**config.mk**
```make
export PLATFORM = sky130hd
export DESIGN_NAME = nonrestoring_div
export DESIGN_NICKNAME = d
export VERILOG_FILES = /design/src/rtl/nonrestoring_div_pkg.sv /design/src/rtl/nonrestoring_div_addsub_n.sv /design/src/rtl/nonrestoring_div.sv
export SDC_FILE = /design/constraint.sdc
export NUM_CORES = 1
export LEC_CHECK = 0
export ABC_AREA = 1
export CORE_MARGIN = 5
export CORE_UTILIZATION = 45
export DETAILED_ROUTE_END_ITERATION = 8
export PLACE_DENSITY = 0.74
export SYNTH_ARGS = -nofsm -noshare
export SYNTH_HDL_FRONTEND = slang
export SYNTH_SLANG_ARGS = --single-unit
```
**constraint.sdc**
```tcl
create_clock -name clk -period 3.8 [get_ports clk]
set_clock_uncertainty 0.05 [all_clocks]
set_input_delay 0.38 -clock clk [delete_from_list [all_inputs] [get_ports clk]]
set_output_delay 0.38 -clock clk [all_outputs]
set_load 0.01 [all_outputs]
```
**src/rtl/nonrestoring_div_pkg.sv**
```systemverilog
// Shared definitions for the non-restoring divider: state encoding and
// the quotient pattern reported on divide-by-zero.
package nonrestoring_div_pkg;

  typedef enum logic [1:0] {
    IDLE = 2'd0,
    ITER = 2'd1,
    FIX  = 2'd2,
    DONE = 2'd3
  } state_t;

  // Every quotient bit is set when the divisor is zero.
  localparam logic DBZ_Q_BIT = 1'b1;

  function automatic logic is_ready(input state_t st);
    return (st == IDLE) || (st == DONE);
  endfunction

endpackage

```
**src/rtl/nonrestoring_div_addsub_n.sv**
```systemverilog
// N-bit two's-complement adder/subtracter. Subtraction is formed as
// a + ~b + 1, and the carry-out is discarded.
module addsub_n #(
  parameter int N = 9
) (
  input  logic [N-1:0] a,
  input  logic [N-1:0] b,
  input  logic         sub,
  output logic [N-1:0] s
);

  logic [N-1:0] b_x_s;
  logic [N-1:0] cin_s;

  assign b_x_s = b ^ {N{sub}};
  assign cin_s = {{(N-1){1'b0}}, sub};
  assign s     = a + b_x_s + cin_s;

endmodule

```
**src/rtl/nonrestoring_div.sv**
```systemverilog
// Sequential unsigned divider using the non-restoring algorithm: one
// shared add/sub per iteration, a final sign fix-up, start/busy/done handshake.
module nonrestoring_div #(
  parameter int WIDTH = 8,
  parameter int CNT_W = $clog2(WIDTH + 1)
) (
  input  logic             clk,
  input  logic             rst_n,
  input  logic             start,
  input  logic [WIDTH-1:0] dividend,
  input  logic [WIDTH-1:0] divisor,
  output logic [WIDTH-1:0] quotient,
  output logic [WIDTH-1:0] remainder,
  output logic             busy,
  output logic             done,
  output logic             div_by_zero
);

  import nonrestoring_div_pkg::*;

  state_t           state_r;
  logic [WIDTH:0]   r_r;
  logic [WIDTH-1:0] q_r;
  logic [WIDTH:0]   d_r;
  logic [CNT_W-1:0] cnt_r;
  logic [WIDTH-1:0] quotient_r;
  logic [WIDTH-1:0] remainder_r;
  logic             busy_r;
  logic             done_r;
  logic             dbz_r;

  logic [WIDTH:0]   as_a_s;
  logic [WIDTH:0]   as_s_s;
  logic             as_sub_s;

  // Operand select for the shared adder: shifted remainder in ITER, raw remainder in FIX.
  always_comb begin
    as_a_s   = r_r;
    as_sub_s = 1'b0;
    if (state_r == ITER) begin
      as_a_s   = {r_r[WIDTH-1:0], q_r[WIDTH-1]};
      as_sub_s = ~r_r[WIDTH];
    end else begin
      as_a_s   = r_r;
      as_sub_s = 1'b0;
    end
  end

  addsub_n #(.N(WIDTH + 1)) u_addsub (
    .a   (as_a_s),
    .b   (d_r),
    .sub (as_sub_s),
    .s   (as_s_s)
  );

  // Control FSM and datapath registers, including the registered outputs.
  always_ff @(posedge clk or negedge rst_n) begin
    if (!rst_n) begin
      state_r     <= IDLE;
      r_r         <= {(WIDTH + 1){1'b0}};
      q_r         <= {WIDTH{1'b0}};
      d_r         <= {(WIDTH + 1){1'b0}};
      cnt_r       <= {CNT_W{1'b0}};
      quotient_r  <= {WIDTH{1'b0}};
      remainder_r <= {WIDTH{1'b0}};
      busy_r      <= 1'b0;
      done_r      <= 1'b0;
      dbz_r       <= 1'b0;
    end else begin
      case (state_r)
        IDLE, DONE: begin
          if (start && is_ready(state_r)) begin
            if (divisor != {WIDTH{1'b0}}) begin
              r_r     <= {(WIDTH + 1){1'b0}};
              q_r     <= dividend;
              d_r     <= {1'b0, divisor};
              cnt_r   <= {CNT_W{1'b0}};
              dbz_r   <= 1'b0;
              busy_r  <= 1'b1;
              done_r  <= 1'b0;
              state_r <= ITER;
            end else begin
              quotient_r  <= {WIDTH{DBZ_Q_BIT}};
              remainder_r <= dividend;
              dbz_r       <= 1'b1;
              busy_r      <= 1'b0;
              done_r      <= 1'b1;
              state_r     <= DONE;
            end
          end else begin
            done_r  <= 1'b0;
            state_r <= IDLE;
          end
        end
        ITER: begin
          r_r   <= as_s_s;
          q_r   <= {q_r[WIDTH-2:0], ~as_s_s[WIDTH]};
          cnt_r <= cnt_r + CNT_W'(1);
          if (cnt_r == CNT_W'(WIDTH - 1)) begin
            state_r <= FIX;
          end else begin
            state_r <= ITER;
          end
        end
        FIX: begin
          // A negative final remainder gets one corrective add of the divisor.
          if (r_r[WIDTH]) begin
            r_r         <= as_s_s;
            remainder_r <= as_s_s[WIDTH-1:0];
          end else begin
            remainder_r <= r_r[WIDTH-1:0];
          end
          quotient_r <= q_r;
          busy_r     <= 1'b0;
          done_r     <= 1'b1;
          state_r    <= DONE;
        end
        default: begin
          busy_r  <= 1'b0;
          done_r  <= 1'b0;
          state_r <= IDLE;
        end
      endcase
    end
  end

  assign quotient    = quotient_r;
  assign remainder   = remainder_r;
  assign busy        = busy_r;
  assign done        = done_r;
  assign div_by_zero = dbz_r;

endmodule
```
==> results of run 1 <==
## cell families (layout without fill, tap and decap cells)
kind of cell | after synthesis | in the layout | share of synthesized area
buffers and inverters | 55 | 93 | 0.08275
XOR/XNOR | 11 | 11 | 0.03371
AND/OR/NAND/NOR | 154 | 154 | 0.2474
adder cells (fa/ha/maj) | 11 | 11 | 0.05079
flip-flops | 50 | 50 | 0.4378
AO/OA/AOI/OAI | 77 | 77 | 0.1476
## Yosys cell counts
library cell / number / area [um2]
a21oi_1: 25 / 125.1
a221oi_1: 2 / 17.52
a31oi_1: 9 / 56.30
a41oi_1: 1 / 8.760
buf_1: 1 / 3.750
buf_2: 1 / 5.000
buf_4: 1 / 7.510
buf_6: 3 / 33.78
clkbuf_1: 3 / 11.26
dfrtp_1: 50 / 1251
fa_1: 1 / 20.02
ha_1: 10 / 125.1
inv_1: 41 / 153.9
inv_2: 4 / 15.01
inv_4: 1 / 6.260
nand2_1: 79 / 296.5
nand2_2: 3 / 18.77
nand2_4: 4 / 45.04
nand3_1: 13 / 65.06
nand3_2: 2 / 20.02
nand3b_1: 1 / 7.510
nand4_1: 2 / 12.51
nand4_2: 1 / 12.51
nor2_1: 40 / 150.1
nor2_2: 1 / 6.260
nor2_4: 5 / 56.30
nor3_1: 2 / 10.01
o211ai_1: 1 / 7.510
o21ai_0: 29 / 145.1
o21ai_1: 2 / 10.01
o21bai_1: 1 / 7.510
o22ai_1: 7 / 43.79
or2_2: 1 / 6.260
xnor2_1: 7 / 61.31
xor2_1: 4 / 35.03
## registers in the layout, indices dropped and copies added, names as in the netlist
signal / flops
d_r: 8
q_r: 8
remainder: 8
quotient: 8
div_by_zero: 1
state_r: 2
cnt_r: 4
busy: 1
r_r: 9
done: 1
## critical path: stages, from the launching register on
cell and delay (ns):
dfrtp_1 0.39, inv_1 0.06, ha_1 0.58, inv_2 0.24, nand2_1 0.17, nand2_1 0.06
nand2_1 0.08, o21ai_0 0.11, fa_1 0.41, nand3_1 0.10, nand2_1 0.09, a21oi_1 0.17
or2_2 0.14, nand3_1 0.06, a21oi_1 0.16
## through the flow
step / total power, mW / utilization / cell area, um2 / setup slack, ns
detailed placement: 2.033 / 0.5214 / 3273 / 0.9455
global placement: 2.014 / 0.5214 / 3273 / 0.9854
finish: 2.415 / 0.5394 / 3386 / 0.8707
CTS: 2.419 / 0.5394 / 3386 / 0.8729
floorplan: 1.752 / - / 2858 / 1.341
global route: 2.623 / 0.5394 / 3386 / 0.5685
## placed cells by master, fill, tap and decap left out, types with 2 or more instances in the layout
| cell | instances |
|---|---|
| a31oi_1 | 9 |
| dfrtp_1 | 50 |
| a221oi_1 | 2 |
| xnor2_1 | 7 |
| o21ai_0 | 29 |
| o21ai_1 | 2 |
| nor3_1 | 2 |
| a21oi_1 | 25 |
| nand4_1 | 2 |
| buf_4 | 2 |
| inv_2 | 4 |
| nand2_1 | 79 |
| ha_1 | 10 |
| o22ai_1 | 7 |
| nand3_2 | 2 |
| inv_1 | 41 |
| nor2_1 | 40 |
| nand3_1 | 13 |
| nor2_4 | 5 |
| nand2_2 | 3 |
| clkbuf_8 | 5 |
| nand2_4 | 4 |
| clkdlybuf4s50_1 | 36 |
| xor2_1 | 4 |
## layout make-up
| class | count | area, um2 |
|---|---|---|
| Clock inverter | 3 | 43.79 |
| Tap cell | 77 | 96.34 |
| Timing Repair Buffer | 39 | 380.4 |
| Clock buffer | 5 | 68.82 |
| Inverter | 46 | 175.2 |
| Multi-Input combinational cell | 253 | 1370 |
| Sequential cell | 50 | 1251 |
| Fill cell | 608 | 2892 |
## report_power, final
part | total (mW) | switching [mW] | internal [mW]
clock network | 0.386 | 0.189 | 0.198
registers | 0.785 | 0.106 | 0.679
logic | 1.24 | 0.771 | 0.473
total | 2.41 | 1.07 | 1.35
## how the worst max path moves through the flow
stage	start	slack (ns)	depth (start not counted)	to
2_1_floorplan	state_r[1]$_DFF_PN0_	1.34	12	remainder[6]$_DFFE_PN0P_
3_3_place_gp	state_r[1]$_DFF_PN0_	0.99	16	q_r[0]$_DFFE_PN0P_
3_5_place_dp	state_r[1]$_DFF_PN0_	0.95	16	q_r[0]$_DFFE_PN0P_
4_1_cts	state_r[1]$_DFF_PN0_	0.87	14	remainder[6]$_DFFE_PN0P_
5_1_grt	state_r[1]$_DFF_PN0_	0.57	14	remainder[6]$_DFFE_PN0P_
6_report	state_r[1]$_DFF_PN0_	0.87	14	remainder[6]$_DFFE_PN0P_
## metal layers
layer | share of wire | up-vias | track usage
met5 | 0 | - | 0
li1 | - | 1237 | -
met2 | 0.45 | 62 | 0.2739
met1 | 0.47 | 1088 | 0.2394
met4 | 0.012 | 0 | 0.05142
met3 | 0.062 | 9 | 0.03193
==> key figures, run 1 <==
Outcome
  – Outcome: finished, final reports clean

Global route
  – Largest net degree at the start of global routing: 51
  – GRT overflow: 0
  – Vias in the first global route: 2267
  – Initial antenna violation count: 0
  – First-pass GRT wire length: 10.66 mm
  – Total GRT Usage: 0.1722

Setup path
  – Worst Setup Start Kind: register
  – Depth of the worst register-to-register path: 14
  – Crit Path Max Fanout: 16
  – Crit Path Category: reg2reg
  – CP arrival: 3.12 ns
  – CP Capture Type: register
  – Reg-to-Reg End: remainder[6]$_DFFE_PN0P_
  – Worst r2r src: state_r[1]$_DFF_PN0_
  – Required @ worst endpoint: 3.99 ns
  – R2R setup slack: 0.87 ns

STA
  – Max-slew headroom: 0.5538
  – Hold Slack: 0.1174 ns
  – Final Hold Vio Count: 0
  – Final setup fails: 0
  – Post-route setup TNS: 0 ns
  – Highest clock rate: 0.3414 GHz
  – Slew @ Worst Pin: 0.6693 ns
  – Unrepaired setup endpoints after global routing: false
  – Max Slew Vio Count: 0
  – Post-layout min period: 2.929 ns
  – Final Cycle Share: 0.7709

Placed design
  – IO buf count: 37
  – Placer Congestion: 0.8693
  – DP Cell Count: 465
  – Dpl hpwl: 4.818 mm

Synth
  – Synthesis-stage register bit count: 50
  – Seq/Total Area, Yosys: 0.4378
  – Synth cell types: 35
  – Syn nets: 388
  – Yosys Warn Count: 0
  – Gate Count Post-Synth: 358
  – Synth Cell Area: 2858 um2
  – Average size of a mapped cell: 7.983 um2

Route
  – Routed WL: 6.376 mm
  – Starting DRT DRC Count: 100
  – Vias/cell: 5.066
  – DR vias: 2396
  – DRC: 0
  – Antenna Nets Post-Route: 0
  – Avg WL per Cell: 13.48 um
  – DRT Pass-1 Iters: 4

Clock network
  – CTS tree: yes
  – Post-CTS sizing: 0
  – Clk root buf: clkbuf_8
  – Setup Buffers After CTS: 0
  – Clock slew at reported path FFs: 0.10 ns
  – Clock Path Buffers: 2
  – Clock sink count: 50
  – Hold-fix buffers, CTS: 0
  – Worst-Skew Late Latency: 0.31 ns
  – H-Tree Depth: 2
  – CTS Buf Count: 5

Job
  – Maxcap violations: 0

Floorplan
  – Starting Density: 0.4553
  – I/O Pins: 38
  – Chip Width: 89.69 um
  – Row cnt: 29
  – Height of the die: 89.69 um
  – Core Box Area: 6277 um2
  – Die area: 8044 um2

Pwr
  – Power Density: 713.3 nW/um2
  – VDD IR-drop max: 0.2915 mV
  – P_leak: 1.583 nW

Min path
  – HP Class: in2async

Final layout
  – Layout Cells excl Fill: 473
  – Area Growth Syn to Fin: 18.48%
  – NumNets Final: 425
  – Layout cells sized above 1: 0.08333
  – Diode count: 0
Note: power is estimated with default switching activity, not from simulation.
==> run 2, diff against run 1 <==
--- a/config.mk
+++ b/config.mk
@@ -9,7 +9,7 @@
 export CORE_MARGIN = 5
 export CORE_UTILIZATION = 45
 export DETAILED_ROUTE_END_ITERATION = 8
-export PLACE_DENSITY = 0.74
+export PLACE_DENSITY = 0.77
 export SYNTH_ARGS = -nofsm -noshare
 export SYNTH_HDL_FRONTEND = slang
 export SYNTH_SLANG_ARGS = --single-unit
==> constraint.sdc (replaced) <==
create_clock -name clk -period 2.52 [get_ports clk]
set_clock_uncertainty 0.05 [all_clocks]
set_input_delay 0.252 -clock clk [delete_from_list [all_inputs] [get_ports clk]]
set_output_delay 0.252 -clock clk [all_outputs]
set_load 0.01 [all_outputs]
==> key figures, run 2 (synthesis gave the netlist of run 1 again) <==
Final layout
  – Register area: 1251 um2
  – Fill cell total of the finished layout: 592
  – Final Cell Area: 3482 um2
  – Number of flip-flops in the largest register: 9
  – Commonest non-fill, non-tap cell in the layout: nand2_1
  – Layout Cells excl Fill: 478
  – Diode count: 0
  – Largest Register: r_r
  – Most frequent cells in the layout: nand2_1, dfrtp_1, inv_1, nor2_1, clkdlybuf4s50_1
  – Area Growth Syn to Fin: 21.85%
  – Area of the multi-input gates: 1411 um2
  – NumNets Final: 430
  – Layout cells sized above 1: 0.1147

Global route
  – M3 GR Usage: 0.03558
  – Met1 Use GR: 0.2641
  – Total GRT Usage: 0.1837
  – Vias in the first global route: 2325
  – First-pass GRT wire length: 11.35 mm
  – GRT overflow: 0
  – Largest net degree at the start of global routing: 32
  – Initial antenna violation count: 0
  – Global-route met2 utilization: 0.2839
  – Gr busiest metal: met2

STA
  – Final Cycle Share: 0.9294
  – Post-route setup TNS: 0 ns
  – Post-layout min period: 2.342 ns
  – Max Slew Vio Count: 0
  – Highest clock rate: 0.4270 GHz
  – Slew @ Worst Pin: 0.4470 ns
  – Final Hold Vio Count: 0
  – Max-slew headroom: 0.7020
  – Final setup fails: 0
  – Unrepaired setup endpoints after global routing: false

Floorplan
  – Starting Density: 0.4553
  – Height of the die: 89.69 um
  – Die area: 8044 um2
  – Chip Width: 89.69 um
  – I/O Pins: 38
  – Row cnt: 29
  – Core Box Area: 6277 um2

Clock network
  – Clock slew at reported path FFs: 0.11 ns
  – Clk root buf: clkbuf_8
  – CTS tree: yes
  – CTS Buf Count: 5
  – Clock sink count: 50
  – Clock Path Buffers: 2
  – Worst-Skew Late Latency: 0.32 ns
  – H-Tree Depth: 2

Setup path
  – Required @ worst endpoint: 2.71 ns
  – Crit. Startpoint: state_r[0]$_DFF_PN0_
  – CP max stage delay: 0.42 ns
  – Crit Path Max Fanout: 14
  – Top Family by Delay on Critical Path: compound AO/OA/AOI/OAI gates
  – Worst r2r src: state_r[0]$_DFF_PN0_
  – CP arrival: 2.53 ns
  – Worst Setup Start Kind: register
  – Crit Path Category: reg2reg
  – Crit-path most repeated cell: a21oi_1
  – CP Capture Type: register
  – Crit-path slowest cell: dfrtp_1
  – Worst-path cell chain: ha_4 > buf_12 > o21ai_0 > ha_1 > a21oi_1 > nand2_1 > a21oi_1 > or2_2 > nand3_1 > a21oi_1
  – CP Buf/Inv Count: 1

Route
  – Antenna Nets Post-Route: 0
  – Vias/cell: 5.149
  – Routed WL: 6.698 mm
  – DR vias: 2461
  – Avg WL per Cell: 14.01 um
  – DRC: 0
  – DRT Pass-1 Iters: 5
  – Starting DRT DRC Count: 148

Placed design
  – IO buf count: 37
  – Dpl hpwl: 4.924 mm
  – Placed cell area: 3293 um2
  – Placer Congestion: 0.8422
  – DP Cell Count: 466

Pwr
  – VDD IR-drop max: 0.5382 mV
  – P_leak: 1.619 nW
  – Power Density: 1075 nW/um2

Min path
  – HP Class: in2async

Job
  – Maxcap violations: 0

Outcome
  – Outcome: finished, final reports clean
[run 2: changes by cell type in the layout (fill, tap and decap cells not counted), moves of 2 or more]
cell	change
a21oi_2	+2
buf_4	+2
clkinv_4	+2
nand2_1	-2
a21oi_1	-2
nand2_2	+2
[run 2: stage by stage]
stage / power, mW / hold WS (ns) / util / worst slack, ns
2_1_floorplan: 2.642 / -0.09359 / - / 0.06125
3_3_place_gp: 3.035 / 0.1738 / 0.5246 / 0.1709
3_5_place_dp: 3.093 / 0.1799 / 0.5246 / 0.06547
4_1_cts: 3.610 / 0.3586 / 0.5418 / 0.03296
5_1_grt: 4.087 / 0.3806 / 0.5547 / 0.02141
6_report: 3.743 / 0.3402 / 0.5547 / 0.1780
[run 2: power breakdown]
group | leakage (nW) | total (mW) | internal, mW | switching (mW)
registers | 0.582 | 1.19 | 1.02 | 0.168
logic | 0.987 | 2.04 | 0.824 | 1.22
clock network | 0.0502 | 0.512 | 0.206 | 0.306
total | 1.62 | 3.74 | 2.05 | 1.69
[run 2: per-layer routing]
layer	up-vias	routed length, um
met2	78	3012
met4	0	77
met1	1128	3121
li1	1250	-
met5	-	0
met3	5	487
[run 2: final cells by class]
| cell class | count | share of cell area |
|---|---|---|
| inverter | 46 | 0.05031 |
| multi-input combinational | 253 | 0.4053 |
| clock inverter | 3 | 0.008264 |
| tap | 77 | 0.02767 |
| sequential | 50 | 0.3593 |
| timing repair buffer | 44 | 0.1294 |
| clock buffer | 5 | 0.01976 |
[run 2: path summary, 6_finish.rpt]
path | endpoint | slack (ns) | cells after the start
max | remainder[6]$_DFFE_PN0P_ | 0.18 | 10
min | quotient[4]$_DFFE_PN0P_ | 0.34 | 2
max reg2reg | remainder[6]$_DFFE_PN0P_ | 0.18 | 10
min reg2reg | div_by_zero$_DFFE_PN0P_ | 0.44 | 2
max in group asynchronous | d_r[5]$_DFFE_PN0P_ | 1.28 | 3
min in group clk | div_by_zero$_DFFE_PN0P_ | 0.44 | 2
[run 2: timing repair]
item | 4_1_cts | 5_1_grt
hold buffers | 1 | 0
endpoints found under the setup margin | 0 | 13
gates resized for setup | 0 | 11
endpoints found under the hold margin | 19 | 0
setup buffers | 0 | 2
